===== config.mk =====
export PLATFORM = sky130hd
export DESIGN_NAME = gpr_wb_arbiter
export DESIGN_NICKNAME = d
export VERILOG_FILES = /design/src/rtl/gpr_wb_pkg.sv /design/src/rtl/wb_fifo.sv /design/src/rtl/gpr_wb_arbiter.sv
export SDC_FILE = /design/constraint.sdc
export NUM_CORES = 1
export LEC_CHECK = 0
export CAP_MARGIN = 0
export CORE_MARGIN = 4
export CORE_UTILIZATION = 55
export DETAILED_ROUTE_END_ITERATION = 10
export GPL_TIMING_DRIVEN = 1
export PLACE_DENSITY = 0.8
export SKIP_CTS_REPAIR_TIMING = 1
export SYNTH_ARGS = -nofsm -noshare
export SYNTH_HDL_FRONTEND = slang
export SYNTH_SLANG_ARGS = --single-unit
export TNS_END_PERCENT = 1

===== constraint.sdc =====
create_clock -name clk -period 11.98 [get_ports clk]
set_clock_uncertainty 0.2 [all_clocks]
set_input_delay 1.198 -clock clk [delete_from_list [all_inputs] [get_ports clk]]
set_output_delay 1.198 -clock clk [all_outputs]
set_load 0.005 [all_outputs]

===== src/rtl/gpr_wb_pkg.sv =====
// Shared types and constants for the GPR write-back arbiter.
package gpr_wb_pkg;

    typedef enum logic [0:0] {
        NORMAL,
        FORCE
    } wb_state_e;

    typedef struct packed {
        logic [4:0]  addr;
        logic [31:0] data;
    } wb_req_t;

    localparam logic [4:0] REG_ZERO = 5'd0;
    localparam logic [4:0] REG_RA   = 5'd31;

endpackage


===== src/rtl/wb_fifo.sv =====
// Circular FIFO of write-back requests; every slot is exposed with a valid bit so the
// parent can search queued destinations.
module wb_fifo
    import gpr_wb_pkg::*;
#(
    parameter int unsigned Depth = 4,
    localparam int unsigned PtrW = $clog2(Depth),
    localparam int unsigned CntW = PtrW + 1
) (
    input  logic            clk,
    input  logic            reset,
    input  logic            push_i,
    input  wb_req_t         push_data_i,
    input  logic            pop_i,
    output wb_req_t         pop_data_o,
    output logic            full_o,
    output logic            empty_o,
    output logic [CntW-1:0] count_o,
    output wb_req_t         entries_o [Depth],
    output logic [Depth-1:0] valid_o
);

    wb_req_t         mem_q [Depth];
    wb_req_t         mem_d [Depth];
    logic [PtrW-1:0] wr_ptr_q, wr_ptr_d;
    logic [PtrW-1:0] rd_ptr_q, rd_ptr_d;
    logic [CntW-1:0] count_q, count_d;

    always_comb begin
        mem_d    = mem_q;
        wr_ptr_d = wr_ptr_q;
        rd_ptr_d = rd_ptr_q;
        count_d  = count_q;
        if (push_i) begin
            mem_d[wr_ptr_q] = push_data_i;
            wr_ptr_d        = wr_ptr_q + PtrW'(1);
        end
        if (pop_i) begin
            rd_ptr_d = rd_ptr_q + PtrW'(1);
        end
        if (push_i && !pop_i) begin
            count_d = count_q + CntW'(1);
        end else if (!push_i && pop_i) begin
            count_d = count_q - CntW'(1);
        end
    end

    always_ff @(posedge clk or posedge reset) begin
        if (reset) begin
            for (int i = 0; i < Depth; i++) begin
                mem_q[i] <= '0;
            end
            wr_ptr_q <= '0;
            rd_ptr_q <= '0;
            count_q  <= '0;
        end else begin
            mem_q    <= mem_d;
            wr_ptr_q <= wr_ptr_d;
            rd_ptr_q <= rd_ptr_d;
            count_q  <= count_d;
        end
    end

    // Slot i is live when its distance from the read pointer is below the occupancy.
    for (genvar i = 0; i < Depth; i++) begin : g_valid
        assign valid_o[i] = {1'b0, PtrW'(PtrW'(i) - rd_ptr_q)} < count_q;
    end

    assign entries_o  = mem_q;
    assign pop_data_o = mem_q[rd_ptr_q];
    assign full_o     = (count_q == CntW'(Depth));
    assign empty_o    = (count_q == '0);
    assign count_o    = count_q;

endmodule


===== src/rtl/gpr_wb_arbiter.sv =====
// Single-port GPR write-back arbiter: pipeline has priority, long-latency unit is queued,
// and a starvation limit forces FIFO grants. Define GPR_WB_TRACE_EN for commit tracing.
module gpr_wb_arbiter
    import gpr_wb_pkg::*;
#(
    parameter int unsigned FIFO_DEPTH   = 4,
    parameter int unsigned STARVE_LIMIT = 3,
    localparam int unsigned CntW = $clog2(FIFO_DEPTH) + 1
) (
    input  logic            clk,
    input  logic            reset,
    input  logic            p_valid,
    input  logic [4:0]      p_addr,
    input  logic [31:0]     p_data,
    output logic            p_ready,
    input  logic            m_valid,
    input  logic [4:0]      m_addr,
    input  logic [31:0]     m_data,
    output logic            m_ready,
    input  logic [4:0]      q_addr,
    output logic            q_pending,
    output logic [CntW-1:0] fifo_count,
    output logic            RegWrite,
    output logic [4:0]      RegAddr,
    output logic [31:0]     RegData
);

    wb_state_e       state_q, state_d;
    logic [3:0]      starve_q, starve_d;
    wb_req_t         wb_q, wb_d;
    logic            we_q, we_d;
    logic            grant_p, grant_f;
    logic            fifo_full, fifo_empty;
    wb_req_t         m_req, head;
    wb_req_t         entries [FIFO_DEPTH];
    logic [FIFO_DEPTH-1:0] entry_valid;

    assign m_req   = '{addr: m_addr, data: m_data};
    assign m_ready = !fifo_full;

    wb_fifo #(
        .Depth (FIFO_DEPTH)
    ) u_fifo (
        .clk         (clk),
        .reset       (reset),
        .push_i      (m_valid && !fifo_full),
        .push_data_i (m_req),
        .pop_i       (grant_f),
        .pop_data_o  (head),
        .full_o      (fifo_full),
        .empty_o     (fifo_empty),
        .count_o     (fifo_count),
        .entries_o   (entries),
        .valid_o     (entry_valid)
    );

    always_comb begin
        state_d  = state_q;
        starve_d = starve_q;
        grant_p  = 1'b0;
        grant_f  = 1'b0;
        p_ready  = 1'b0;
        unique case (state_q)
            NORMAL: begin
                p_ready = 1'b1;
                if (p_valid) begin
                    grant_p = 1'b1;
                    if (!fifo_empty) begin
                        starve_d = starve_q + 4'd1;
                        if (starve_d == 4'(STARVE_LIMIT)) begin
                            state_d = FORCE;
                        end
                    end else begin
                        starve_d = '0;
                    end
                end else begin
                    grant_f  = !fifo_empty;
                    starve_d = '0;
                end
            end
            FORCE: begin
                // Entry into FORCE implies the FIFO was non-empty and nothing else pops it.
                grant_f  = 1'b1;
                starve_d = '0;
                state_d  = NORMAL;
            end
            default: state_d = NORMAL;
        endcase
    end

    always_comb begin
        wb_d = wb_q;
        we_d = 1'b0;
        if (grant_p) begin
            wb_d = '{addr: p_addr, data: p_data};
            we_d = (p_addr != REG_ZERO);
        end else if (grant_f) begin
            wb_d = head;
            we_d = (head.addr != REG_ZERO);
        end
    end

    always_comb begin
        q_pending = we_q && (wb_q.addr == q_addr);
        for (int i = 0; i < FIFO_DEPTH; i++) begin
            if (entry_valid[i] && (entries[i].addr == q_addr)) begin
                q_pending = 1'b1;
            end
        end
        if (q_addr == REG_ZERO) begin
            q_pending = 1'b0;
        end
    end

    always_ff @(posedge clk or posedge reset) begin
        if (reset) begin
            state_q  <= NORMAL;
            starve_q <= '0;
            wb_q     <= '0;
            we_q     <= 1'b0;
        end else begin
            state_q  <= state_d;
            starve_q <= starve_d;
            wb_q     <= wb_d;
            we_q     <= we_d;
        end
    end

    assign RegWrite = we_q;
    assign RegAddr  = wb_q.addr;
    assign RegData  = wb_q.data;

`ifdef GPR_WB_TRACE_EN
    always_ff @(posedge clk) begin
        if (!reset && we_d) begin
            $display("$%0d <= %08h", wb_d.addr, wb_d.data);
        end
        if (!reset && state_q == NORMAL && state_d == FORCE) begin
            $display("gpr_wb_arbiter: entering FORCE, FIFO head granted next");
        end
    end
`else
    // Trace output compiled out.
`endif

endmodule


==> impl_summary.md, run 1 <==
Detailed routing
The DRC violation count after routing is 0. The detail-routed net length per standard cell is 20.1 um. For this block, the initial DRC count from the detailed router was 275. The count of TritonRoute iterations in the first routing pass is 4. The detailed-route wire length is 19.8 mm. The routed layout has 5561 vias. The detailed-route vias per instance is 5.66. The count of nets left with antenna violations once routing finished came out at 0.

Power
The internal power of the cells totals 2090 uW. The largest vdd supply drop is 0.000141 V. The share of total power dissipated in the clock network is 19.1%. The leakage dissipation is 0.00472 uW. The share of power burned in registers is 41.1%.

Net switching is 31.3% of the power. The switching power is 954 uW. The share of total power dissipated in combinational logic is 39.8%. Power spread over the standard cell area amounts to 273 nW/um^2. Power comes to 3050 uW.

Worst setup path
The largest stage delay on the critical path is 660 ps. Walking the worst path, the cells encountered are clkdlybuf4s50_1 > xnor2_1 > nand4_1 > a2111oi_0 > a311oi_1 > a21oi_1 > clkdlybuf4s50_1. The startpoint kind of the worst setup timing path is an input pin. The critical path data arrival time is 3270 ps. The buffers plus inverters on the worst setup path is 2. The most numerous cell type found on the critical path is sky130_fd_sc_hd__clkdlybuf4s50_1. The startpoint-to-endpoint class of the critical path is input pin to output pin. The kind of end point of the critical path is an output pin. For the worst setup path, the data required time is 10580 ps. The kind of cell with the highest combined delay along the critical path is buffers and inverters.

In this run the worst path has a maximum fanout of 6. The standard cell with the maximum stage delay on the critical path is sky130_fd_sc_hd__clkdlybuf4s50_1.

STA
The number of pins with negative max-slew slack in the final report came to 0. The hold violation count in the final report is 0. The transition time at the pin with the least slew margin is 1100 ps.

Setup repair after global routing left no endpoint under its margin. The number of endpoints failing setup at the final stage is 0. The timing-limited maximum frequency is 0.214 GHz. The worst path uses 39.0% of the clock period. Headroom to the max-slew limit came out at 26.8%. The setup TNS after final layout is 0 ps.

The worst path in the final design needs a cycle of 4670 ps, including I/O delays and setup.

Floorplanning
For this design the top-level I/O count stands at 127. The row count is 47. The height of the chip is 138 um. The core region is 16600 um^2. The area of the die is 19100 um^2. Once the floorplan was initialized, standard cells occupied 56.1% of the core. The horizontal extent of the die is 138 um.

Global route
The number of antenna violations at the first check in global routing is 1. Global routing consumed, over all layers together, 21.5% of the routing resources. The maximum number of pins on one net before global-route repair is 124.

The number of global-route vias before repair came to 6256. After global routing the overflow that remains totals 0. The global-route wire length before repair is 32.8 mm.

Cells and area
Of the cells placed in the final design, the portion with a size suffix greater than 1 is 29.2%. The most common cell after layout, fill and taps aside is sky130_fd_sc_hd__dfrtp_1. The layout-stage area growth over the synthesis result is 20.2%. For this run, the post-layout net count is 845. The antenna diode count is 0. In the layout the commonest cells are sky130_fd_sc_hd__dfrtp_1 (196), sky130_fd_sc_hd__mux2_2 (140), sky130_fd_sc_hd__clkdlybuf4s50_1 (126), sky130_fd_sc_hd__nor2_1 (42).

Synthesis
The cell area after synthesis is 9310 um^2. The number of storage elements in the synthesis netlist is 198. The sequential share of the synthesized area is 53.2%.

The number of nets in the synthesized netlist is 733. The Yosys step of the flow raised 0 warnings. The mean instance size in the synthesized netlist is 14.6 um^2.

Synthesis produced 638 cells. Yosys mapped the design onto 43 distinct sky130hd cell types.

Min path
The type of the most critical hold path is flop to flop.

Placed design
The placer's final routability congestion estimate is 0.914. The number of I/O port buffers is 126. The detailed placer's ending HPWL is 13.0 mm.

Job
The max-capacitance violation count is 0.

Clocking
Clock-pin slew was measured on the worst setup and hold paths at 70 ps. The H-tree depth is 4. The tree is rooted in a sky130_fd_sc_hd__clkbuf_16. The number of clock buffers added by TritonCTS is 17. The clock net in this run drives a total of 198 sinks. The clock passes through at most 2 buffers. TritonCTS built the clock tree. The source-to-sink clock delay at the later pin of the worst-skew pair is 420 ps.

Status
The run finished with clean final reports.
-- final cells by class --
type                       count  area [um^2]
tap                          220          275
inverter                      11         48.8
fill                        1170         5400
timing repair buffer         130         1290
sequential                   198         4960
clock buffer                  24          502
multi-input combinational    392         3990
clock inverter                 8          113
-- registers in the layout, indices dropped and copies added, names as in the netlist --
signal and cells:
RegAddr 5, RegData 32, RegWrite 1, starve_q 4, state_q 1, u_fifo.count_o 3
u_fifo.entries_o 148, u_fifo.rd_ptr_q 2, u_fifo.wr_ptr_q 2
-- power by group through the flow --
| stage | combinational [uW] | clock, uW | sequential (uW) |
|---|---|---|---|
| global placement | 1180 | 0 | 1230 |
| floorplan | 922 | 0 | 1170 |
| global route | 1320 | 626 | 1290 |
| CTS | 1230 | 593 | 1250 |
| detailed placement | 1220 | 0 | 1260 |
| finish | 1210 | 583 | 1250 |
-- cells in the mapped netlist (all sizes together) --
library cell,n,share of area (%)
and2,1,0.094
xnor2,20,1.9
nand3,2,0.11
nor4,1,0.067
nand2b,1,0.067
o31a,1,0.094
nor2b,1,0.067
nor3b,1,0.081
o2111ai,2,0.19
or3,2,0.19
nor2,42,1.7
or4,3,0.24
a21oi,37,2.0
xor2,14,1.3
inv,10,0.40
clkinv,1,0.040
buf,29,3.1
mux2,149,18
ha,11,1.5
fa,1,0.22
mux4,37,9.0
and4,1,0.094
mux2i,32,3.4
a311oi,1,0.094
nand4,2,0.13
a22oi,4,0.32
o21ai,9,0.48
a2111oi,1,0.094
dfrtp,198,53
a221o,1,0.11
nand2,13,1.2
nor3,2,0.11
clkbuf,8,0.32
-- metal layers --
layer	vias up	GRT usage (%)	share of wire, %	wire (um)
met5	-	0	0.096	19
met1	2868	27.4	41	8200
li1	2524	-	-	-
met4	2	6.76	1.8	346
met2	136	36.3	52	10300
met3	31	5.52	4.7	926
-- kinds of logic (layout without fill, tap and decap cells) --
family | count (synthesis) | after routing | share of synthesized area [%]
AND/OR/NAND/NOR | 72 | 72 | 4.17
XOR/XNOR | 34 | 34 | 3.20
buffers and inverters | 48 | 173 | 3.89
multiplexers | 218 | 218 | 30.4
flip-flops | 198 | 198 | 53.2
adder cells (fa/ha/maj) | 12 | 12 | 1.69
AO/OA/AOI/OAI | 56 | 56 | 3.38
-- worst paths after layout --
path                                      from                    to  slack [ps]  cells past startpoint
min                        u_fifo.entries_o[5]   u_fifo.entries_o[5]         300                      1
max in group asynchronous                reset  u_fifo.entries_o[57]        8960                      3
max                                  q_addr[0]             q_pending        7310                      7
min reg2reg                u_fifo.entries_o[5]   u_fifo.entries_o[5]         300                      1
max reg2reg                 u_fifo.rd_ptr_q[0]              RegWrite        9270                      5
min in group asynchronous                reset            RegData[4]        1120                      2
-- through the flow --
stage / instance area (um^2) / worst slack (ps) / hold slack, ps / cells / util, %
after detailed placement: 10600 / 7320 / 289 / 951 / 63.7
after CTS: 11200 / 7310 / 302 / 983 / 67.4
final: 11200 / 7310 / 301 / 983 / 67.4
after global routing: 11200 / 7090 / 311 / 983 / 67.4
after global placement: 10600 / 7360 / 265 / 951 / 63.7
after floorplan: 9310 / 5180 / 253 / 638 / -
Power figures use the tool's default switching activity.
==> run 2, diff against run 1 <==
--- a/config.mk
+++ b/config.mk
@@ -7,10 +7,10 @@
 export LEC_CHECK = 0
 export CAP_MARGIN = 0
 export CORE_MARGIN = 4
-export CORE_UTILIZATION = 55
+export CORE_UTILIZATION = 50
 export DETAILED_ROUTE_END_ITERATION = 10
 export GPL_TIMING_DRIVEN = 1
-export PLACE_DENSITY = 0.8
+export PLACE_DENSITY = 0.77
 export SKIP_CTS_REPAIR_TIMING = 1
 export SYNTH_ARGS = -nofsm -noshare
 export SYNTH_HDL_FRONTEND = slang
==> constraint.sdc (replaced) <==
create_clock -name clk -period 4.15 [get_ports clk]
set_clock_uncertainty 0.2 [all_clocks]
set_input_delay 0.415 -clock clk [delete_from_list [all_inputs] [get_ports clk]]
set_output_delay 0.415 -clock clk [all_outputs]
set_load 0.005 [all_outputs]
==> impl_summary.md, run 2 (synthesis gave the netlist of run 1 again) <==
Status
Run status: complete, no violations (unchanged).

Cells and area
The layout-stage area growth over the synthesis result is 20.6% (was 20.2%). The final layout net count was 846 (was 845). The antenna diode count is 0 (unchanged). Commonest cells after routing, fill and taps aside: sky130_fd_sc_hd__dfrtp_1 (196), sky130_fd_sc_hd__mux2_2 (140), sky130_fd_sc_hd__clkdlybuf4s50_1 (126), sky130_fd_sc_hd__nor2_1 (42) (unchanged). The utilization after layout is 61.8% (was 67.4%). The count of placed standard cells in the final layout, fillers left out came to 993 (was 983). The number of flip-flops in the largest register is 148 (unchanged).

The most common cell after layout, fill and taps aside is sky130_fd_sc_hd__dfrtp_1 (unchanged). The ratio of cells with drive above 1 in the final layout is 29.5% (was 29.2%).

Floorplanning
The height of the chip came to 144 um (was 138 um). The effective utilization at floorplan is 51.3% (was 56.1%). The horizontal extent of the die came to 144 um (was 138 um). The area inside the core boundary is 18100 um^2 (was 16600 um^2). The area of the die is 20900 um^2 (was 19100 um^2). The row count is 49 (was 47). The number of ports placed on the die boundary is 127 (unchanged).

Power
The areal power density over the cells is 788 nW/um^2 (was 273 nW/um^2). The largest vdd supply drop is 0.000322 V (was 0.000141 V). The leakage dissipation came to 0.00474 uW (was 0.00472 uW). The total chip power came to 8840 uW (was 3050 uW).

Detailed routing
The detailed-route via count came to 5549 (was 5561). The violation count after the first detailed-route iteration came to 262 (was 275). The met1 routed wirelength after detailed routing is 8.71 mm (was 8.20 mm). The count of TritonRoute iterations in the first routing pass is 4 (unchanged).

The uppermost signal routing layer after detailed routing is met4 (was met5). The detailed-route vias per instance is 5.59 (was 5.66). The DRC violation count after routing is 0 (unchanged). The met3 wirelength from detailed routing came to 969 um (was 926 um). The detailed-route wire length is 20.1 mm (was 19.8 mm).

The detail-routed net length per standard cell was 20.2 um (was 20.1 um). The total met2 wirelength after detailed routing came to 10.3 mm (about the same). The antenna violation net count after detailed routing was 0 (unchanged).

STA
The final critical path takes up 80.9% of the cycle. Subtracting the final worst setup slack from the clock period gives 3360 ps. The worst-case headroom to the max-slew limit is 20.3% (was 26.8%). Unrepaired setup endpoints after global routing: false (unchanged). The number of endpoints failing setup at the final stage was 0 (unchanged).

The setup TNS after final layout is 0 ps (unchanged). Based on the critical path, the design can be clocked at up to 0.298 GHz. The transition time at the pin with the least slew margin is 1190 ps (was 1100 ps).

The number of pins with negative max-slew slack in the final report is 0 (unchanged). The hold violation count in the final report was 0 (unchanged).

Worst setup path
The top fanout value on the critical path came to 11 (was 6). The required time reported for the critical path endpoint was 3530 ps (was 10580 ps). The startpoint-to-endpoint class of the critical path is flop to output pin (was input pin to output pin). The largest stage delay on the critical path is 530 ps (was 660 ps).

Critical Path, Cell by Cell: xnor2_1 > inv_1 > ha_1 > a21oi_1 > o2111ai_1 > o31a_1 > a21oi_1 > clkdlybuf4s50_1 (was clkdlybuf4s50_1 > xnor2_1 > nand4_1 > a2111oi_0 > a311oi_1 > a21oi_1 > clkdlybuf4s50_1). The standard cell with the maximum stage delay on the critical path is sky130_fd_sc_hd__dfrtp_2 (was sky130_fd_sc_hd__clkdlybuf4s50_1). The cell class contributing the biggest share of worst-path delay is compound AO/OA/AOI/OAI gates (was buffers and inverters). The buffers plus inverters on the worst setup path is 2 (unchanged). The most prevalent standard cell on the critical path was sky130_fd_sc_hd__a21oi_1 (was sky130_fd_sc_hd__clkdlybuf4s50_1).

The startpoint kind of the worst setup timing path was a flop (was input pin). The kind of end point of the critical path is an output pin (unchanged). The critical path data arrival time came to 2740 ps (was 3270 ps).

Clocking
The H-tree depth came to 4 (unchanged). The cell at the root of the clock tree is sky130_fd_sc_hd__clkbuf_16 (unchanged). The clock tree from TritonCTS is built (unchanged). The number of buffers between clock root and the deepest sink is 2 (unchanged). The clock-pin slew reported for the worst setup and hold paths after clock tree synthesis is 70 ps (about the same).

The number of buffers added by the clock tree synthesis step came to 17 (unchanged). The clock sink count is 198 (unchanged). The source-to-sink clock delay at the later pin of the worst-skew pair came to 410 ps (was 420 ps).

Placed design
The number of I/O port buffers is 126 (unchanged). The detailed placer's ending HPWL is 13.1 mm (was 13.0 mm). The total placed cells including tap cells came to 961 (was 951). The placer's final routability congestion estimate was 0.896 (was 0.914).

Global route
The global-route wire length before repair is 32.3 mm (was 32.8 mm). The number of global-route vias before repair was 6097 (was 6256). The total congestion overflow after global routing is 0 (unchanged). The maximum number of pins on one net before global-route repair came to 69 (was 124).

The overall track demand over capacity in global routing is 20.1% (was 21.5%). The number of antenna violations at the first check in global routing is 0 (was 1).

Job
The max-capacitance violation count is 0 (unchanged).

Min path
The type of the most critical hold path is input pin to async pin (was flop to flop).
run 2: routing by layer:
layer,GRT usage (%),vias up
met5,0,-
met3,4.89,11
met4,4.17,0
met1,25.9,2873
li1,-,2533
met2,34.9,132
run 2: per-stage QoR:
| step | hold slack [ps] | worst slack, ps | instance area [um^2] |
|---|---|---|---|
| finish | 280 | 794 | 11200 |
| global route | 308 | 620 | 11200 |
| CTS | 289 | 757 | 11200 |
| detailed placement | 279 | 1090 | 10600 |
| global placement | 268 | 1130 | 10600 |
| floorplan | 253 | 975 | 9310 |
run 2: area by class of cell:
class / count / area (um^2)
inverters: 11 / 45.0
clock buffers: 20 / 457
clock inverters: 12 / 169
repair buffers: 131 / 1310
well taps: 229 / 287
flip-flops and latches: 198 / 4960
multi-input cells: 392 / 3990
fillers: 1394 / 6930
run 2: final timing paths:
check,startpoint,to,slack [ps],cells past startpoint
max in group asynchronous,reset,RegWrite,2330,3
setup reg to reg,u_fifo.count_o[0],RegData[3],1360,5
hold reg to reg,u_fifo.entries_o[2],u_fifo.entries_o[2],290,1
hold / removal,reset,RegData[23],280,2
setup / recovery,u_fifo.rd_ptr_q[0],q_pending,790,8
min in group clk,u_fifo.entries_o[2],u_fifo.entries_o[2],290,1
run 2: power breakdown:
part	switching (uW)	total, uW	internal [uW]
logic	1420	3570	2140
registers	631	3550	2920
clock network	726	1720	995
total	2780	8840	6060
run 2: worst register-to-register path: stages, from the launching register on:
cell                      delay (ps)
sky130_fd_sc_hd__dfrtp_1         530
sky130_fd_sc_hd__or3_1           470
sky130_fd_sc_hd__nor2_1          290
sky130_fd_sc_hd__nand2_2         730
sky130_fd_sc_hd__nor2_1          350
sky130_fd_sc_hd__a21oi_1          60
==> run 3, diff against run 2 <==
--- a/config.mk
+++ b/config.mk
@@ -7,10 +7,10 @@
 export LEC_CHECK = 0
 export CAP_MARGIN = 0
 export CORE_MARGIN = 4
-export CORE_UTILIZATION = 50
+export CORE_UTILIZATION = 55
 export DETAILED_ROUTE_END_ITERATION = 10
 export GPL_TIMING_DRIVEN = 1
-export PLACE_DENSITY = 0.77
+export PLACE_DENSITY = 0.8
 export SKIP_CTS_REPAIR_TIMING = 1
 export SYNTH_ARGS = -nofsm -noshare
 export SYNTH_HDL_FRONTEND = slang
==> constraint.sdc (replaced) <==
create_clock -name clk -period 3.3 [get_ports clk]
set_clock_uncertainty 0.2 [all_clocks]
set_input_delay 0.33 -clock clk [delete_from_list [all_inputs] [get_ports clk]]
set_output_delay 0.33 -clock clk [all_outputs]
set_load 0.005 [all_outputs]
==> impl_summary.md, run 3 (synthesis gave the netlist of run 1 again) <==
Cells and area
The number of flip-flops in the largest register is 148 (unchanged). The ratio of cells with drive above 1 in the final layout came to 29.7% (was 29.5%). The most common cell after layout, fill and taps aside is sky130_fd_sc_hd__dfrtp_1 (unchanged). The layout-stage area growth over the synthesis result is 21.2% (was 20.6%). The antenna diode count came to 0 (unchanged). The final layout net count is 851 (was 846). Commonest cells after routing, fill and taps aside: sky130_fd_sc_hd__dfrtp_1 (196), sky130_fd_sc_hd__mux2_2 (140), sky130_fd_sc_hd__clkdlybuf4s50_1 (126), sky130_fd_sc_hd__nor2_1 (42), sky130_fd_sc_hd__mux4_2 (37) (was sky130_fd_sc_hd__dfrtp_1 (196), sky130_fd_sc_hd__mux2_2 (140), sky130_fd_sc_hd__clkdlybuf4s50_1 (126), sky130_fd_sc_hd__nor2_1 (42)). The filler cell count is 1152 (was 1394).

Global route
The maximum number of pins on one net before global-route repair is 50 (was 69). The number of antenna violations at the first check in global routing is 1 (was 0). The global-route wire length before repair came to 32.7 mm (was 32.3 mm). The overall track demand over capacity in global routing is 21.4% (was 20.1%). The total congestion overflow after global routing is 0 (unchanged). The number of global-route vias before repair is 6188 (was 6097).

Worst setup path
The worst reg-to-reg setup slack is 550 ps (was 1360 ps). The startpoint-to-endpoint class of the critical path is flop to output pin (unchanged). The required time reported for the critical path endpoint is 2770 ps (was 3530 ps). The critical path data arrival time is 2620 ps (was 2740 ps). The startpoint kind of the worst setup timing path is a flop (unchanged). The largest stage delay on the critical path is 510 ps (was 530 ps).

The buffers plus inverters on the worst setup path was 2 (unchanged). The cell class contributing the biggest share of worst-path delay is compound AO/OA/AOI/OAI gates (unchanged). The kind of end point of the critical path is an output pin (unchanged).

The top fanout value on the critical path is 4 (was 11). The end of the worst register-to-register path is RegWrite (was RegData[3]). The worst flop-to-flop path startpoint is u_fifo.rd_ptr_q[0] (was u_fifo.count_o[0]). The launch point of the critical path is u_fifo.rd_ptr_q[0] (unchanged). The worst reg2reg path depth is 5 (unchanged). The standard cell with the maximum stage delay on the critical path is sky130_fd_sc_hd__clkdlybuf4s50_1 (was sky130_fd_sc_hd__dfrtp_2). Critical Path, Cell by Cell: xnor2_2 > inv_1 > ha_1 > a21oi_2 > o2111ai_1 > o31a_1 > a21oi_1 > clkdlybuf4s50_1 (was xnor2_1 > inv_1 > ha_1 > a21oi_1 > o2111ai_1 > o31a_1 > a21oi_1 > clkdlybuf4s50_1).

STA
The number of endpoints failing setup at the final stage is 0 (unchanged). The final critical-path required period is 3150 ps. The number of pins with negative max-slew slack in the final report is 0 (unchanged). The worst hold margin came to 256 ps (was 280 ps). The transition time at the pin with the least slew margin is 994 ps (was 1190 ps). The timing-limited maximum frequency is 0.318 GHz.

Unrepaired setup endpoints after global routing: false (unchanged). The worst-case headroom to the max-slew limit is 33.6% (was 20.3%). The hold violation count in the final report was 0 (unchanged).

After layout, the worst path uses 95.4% of the clock period. The setup TNS after final layout is 0 ps (unchanged).

Clocking
The clock tree from TritonCTS is built (unchanged). The clock sink count is 198 (unchanged). The number of buffers between clock root and the deepest sink is 2 (unchanged). The clock-pin slew reported for the worst setup and hold paths after clock tree synthesis is 70 ps (about the same). The source-to-sink clock delay at the later pin of the worst-skew pair is 430 ps (was 410 ps). The H-tree depth is 4 (unchanged). The cell at the root of the clock tree is sky130_fd_sc_hd__clkbuf_16 (unchanged). The number of buffers added by the clock tree synthesis step is 17 (unchanged).

Floorplanning
The row count is 47 (was 49). The area of the die is 19100 um^2 (was 20900 um^2). The horizontal extent of the die is 138 um (was 144 um). The area inside the core boundary is 16600 um^2 (was 18100 um^2).

The number of ports placed on the die boundary is 127 (unchanged). The height of the chip was 138 um (was 144 um). The effective utilization at floorplan came to 56.1% (was 51.3%).

Placed design
The placer's final routability congestion estimate is 0.889 (was 0.896). The detailed placer's ending HPWL is 13.3 mm (was 13.1 mm). The number of I/O port buffers is 126 (unchanged).

Power
The largest vdd supply drop was 0.000473 V (was 0.000322 V). The switching power was 3460 uW (was 2780 uW). The share of power burned in registers is 40.2% (about the same).

The leakage dissipation came to 0.00476 uW (was 0.00474 uW). The internal power summed over all cells is 7610 uW (was 6060 uW). The part of the power in the clock network is 18.7% (was 19.5%).

The switching share of total power is 31.2% (was 31.4%). The logic gate share of total power was 41.1% (was 40.4%). The areal power density over the cells is 981 nW/um^2 (was 788 nW/um^2). The total chip power is 11100 uW (was 8840 uW).

Detailed routing
The detail-routed net length per standard cell is 20.2 um (about the same). The detailed-route via count is 5618 (was 5549). The DRC violation count after routing is 0 (unchanged). The detailed-route wire length is 20.0 mm (was 20.1 mm). The antenna violation net count after detailed routing is 0 (unchanged). The detailed-route vias per instance is 5.69 (was 5.59). The violation count after the first detailed-route iteration is 273 (was 262). The count of TritonRoute iterations in the first routing pass is 4 (unchanged).

Job
The max-capacitance violation count is 0 (unchanged).

Min path
The type of the most critical hold path is input pin to async pin (unchanged).

Status
Run status: complete, no violations (unchanged).
[run 3: cell count changes in the layout (fill, tap and decap cells not counted), moves of 2 or more]
cell / change
sky130_fd_sc_hd__clkbuf_1: +3
sky130_fd_sc_hd__clkinv_4: -4
sky130_fd_sc_hd__clkbuf_8: +2
sky130_fd_sc_hd__inv_8: -2
sky130_fd_sc_hd__clkinvlp_4: +2
sky130_fd_sc_hd__buf_12: +5
[run 3: per-stage QoR]
step / cell area [um^2] / cells / setup slack [ps] / utilization, %
final: 11300 / 988 / 153 / 68.0
after global routing: 11300 / 988 / 9.46 / 68.0
after CTS: 11300 / 988 / 76.6 / 68.0
after floorplan: 9310 / 638 / 210 / -
after detailed placement: 10700 / 957 / 394 / 64.4
after global placement: 10700 / 957 / 450 / 64.4
[run 3: metal layers]
layer	wire length (um)	global-route usage, %	share of wire [%]
met4	298	5.62	1.5
met1	8360	27.5	42
met5	8	0	0.040
met3	1080	6.15	5.4
met2	10200	36.1	51
[run 3: layout make-up]
class	count	area (um^2)	share of cell area (%)
Clock buffer	25	495	4.39
Sequential cell	198	4960	43.9
Clock inverter	6	91.3	0.810
Tap cell	220	275	2.44
Multi-Input combinational cell	392	4010	35.5
Timing Repair Buffer	136	1410	12.5
Inverter	11	45.0	0.399
[run 3: worst max path at each step]
stage | slack (ps) | cells past startpoint | to
2_1_floorplan | 210 | 1 | RegAddr[0]
3_3_place_gp | 450 | 7 | q_pending
3_5_place_dp | 390 | 7 | q_pending
4_1_cts | 80 | 8 | q_pending
5_1_grt | 9 | 7 | q_pending
6_report | 150 | 8 | q_pending
[run 3: power by group through the flow]
stage / Clock, uW / Combinational (uW) / Sequential (uW)
2_1_floorplan: 0 / 3350 / 4240
3_3_place_gp: 0 / 4430 / 4350
3_5_place_dp: 0 / 4590 / 4470
4_1_cts: 2110 / 4620 / 4430
5_1_grt: 2210 / 4960 / 4580
6_report: 2070 / 4550 / 4440
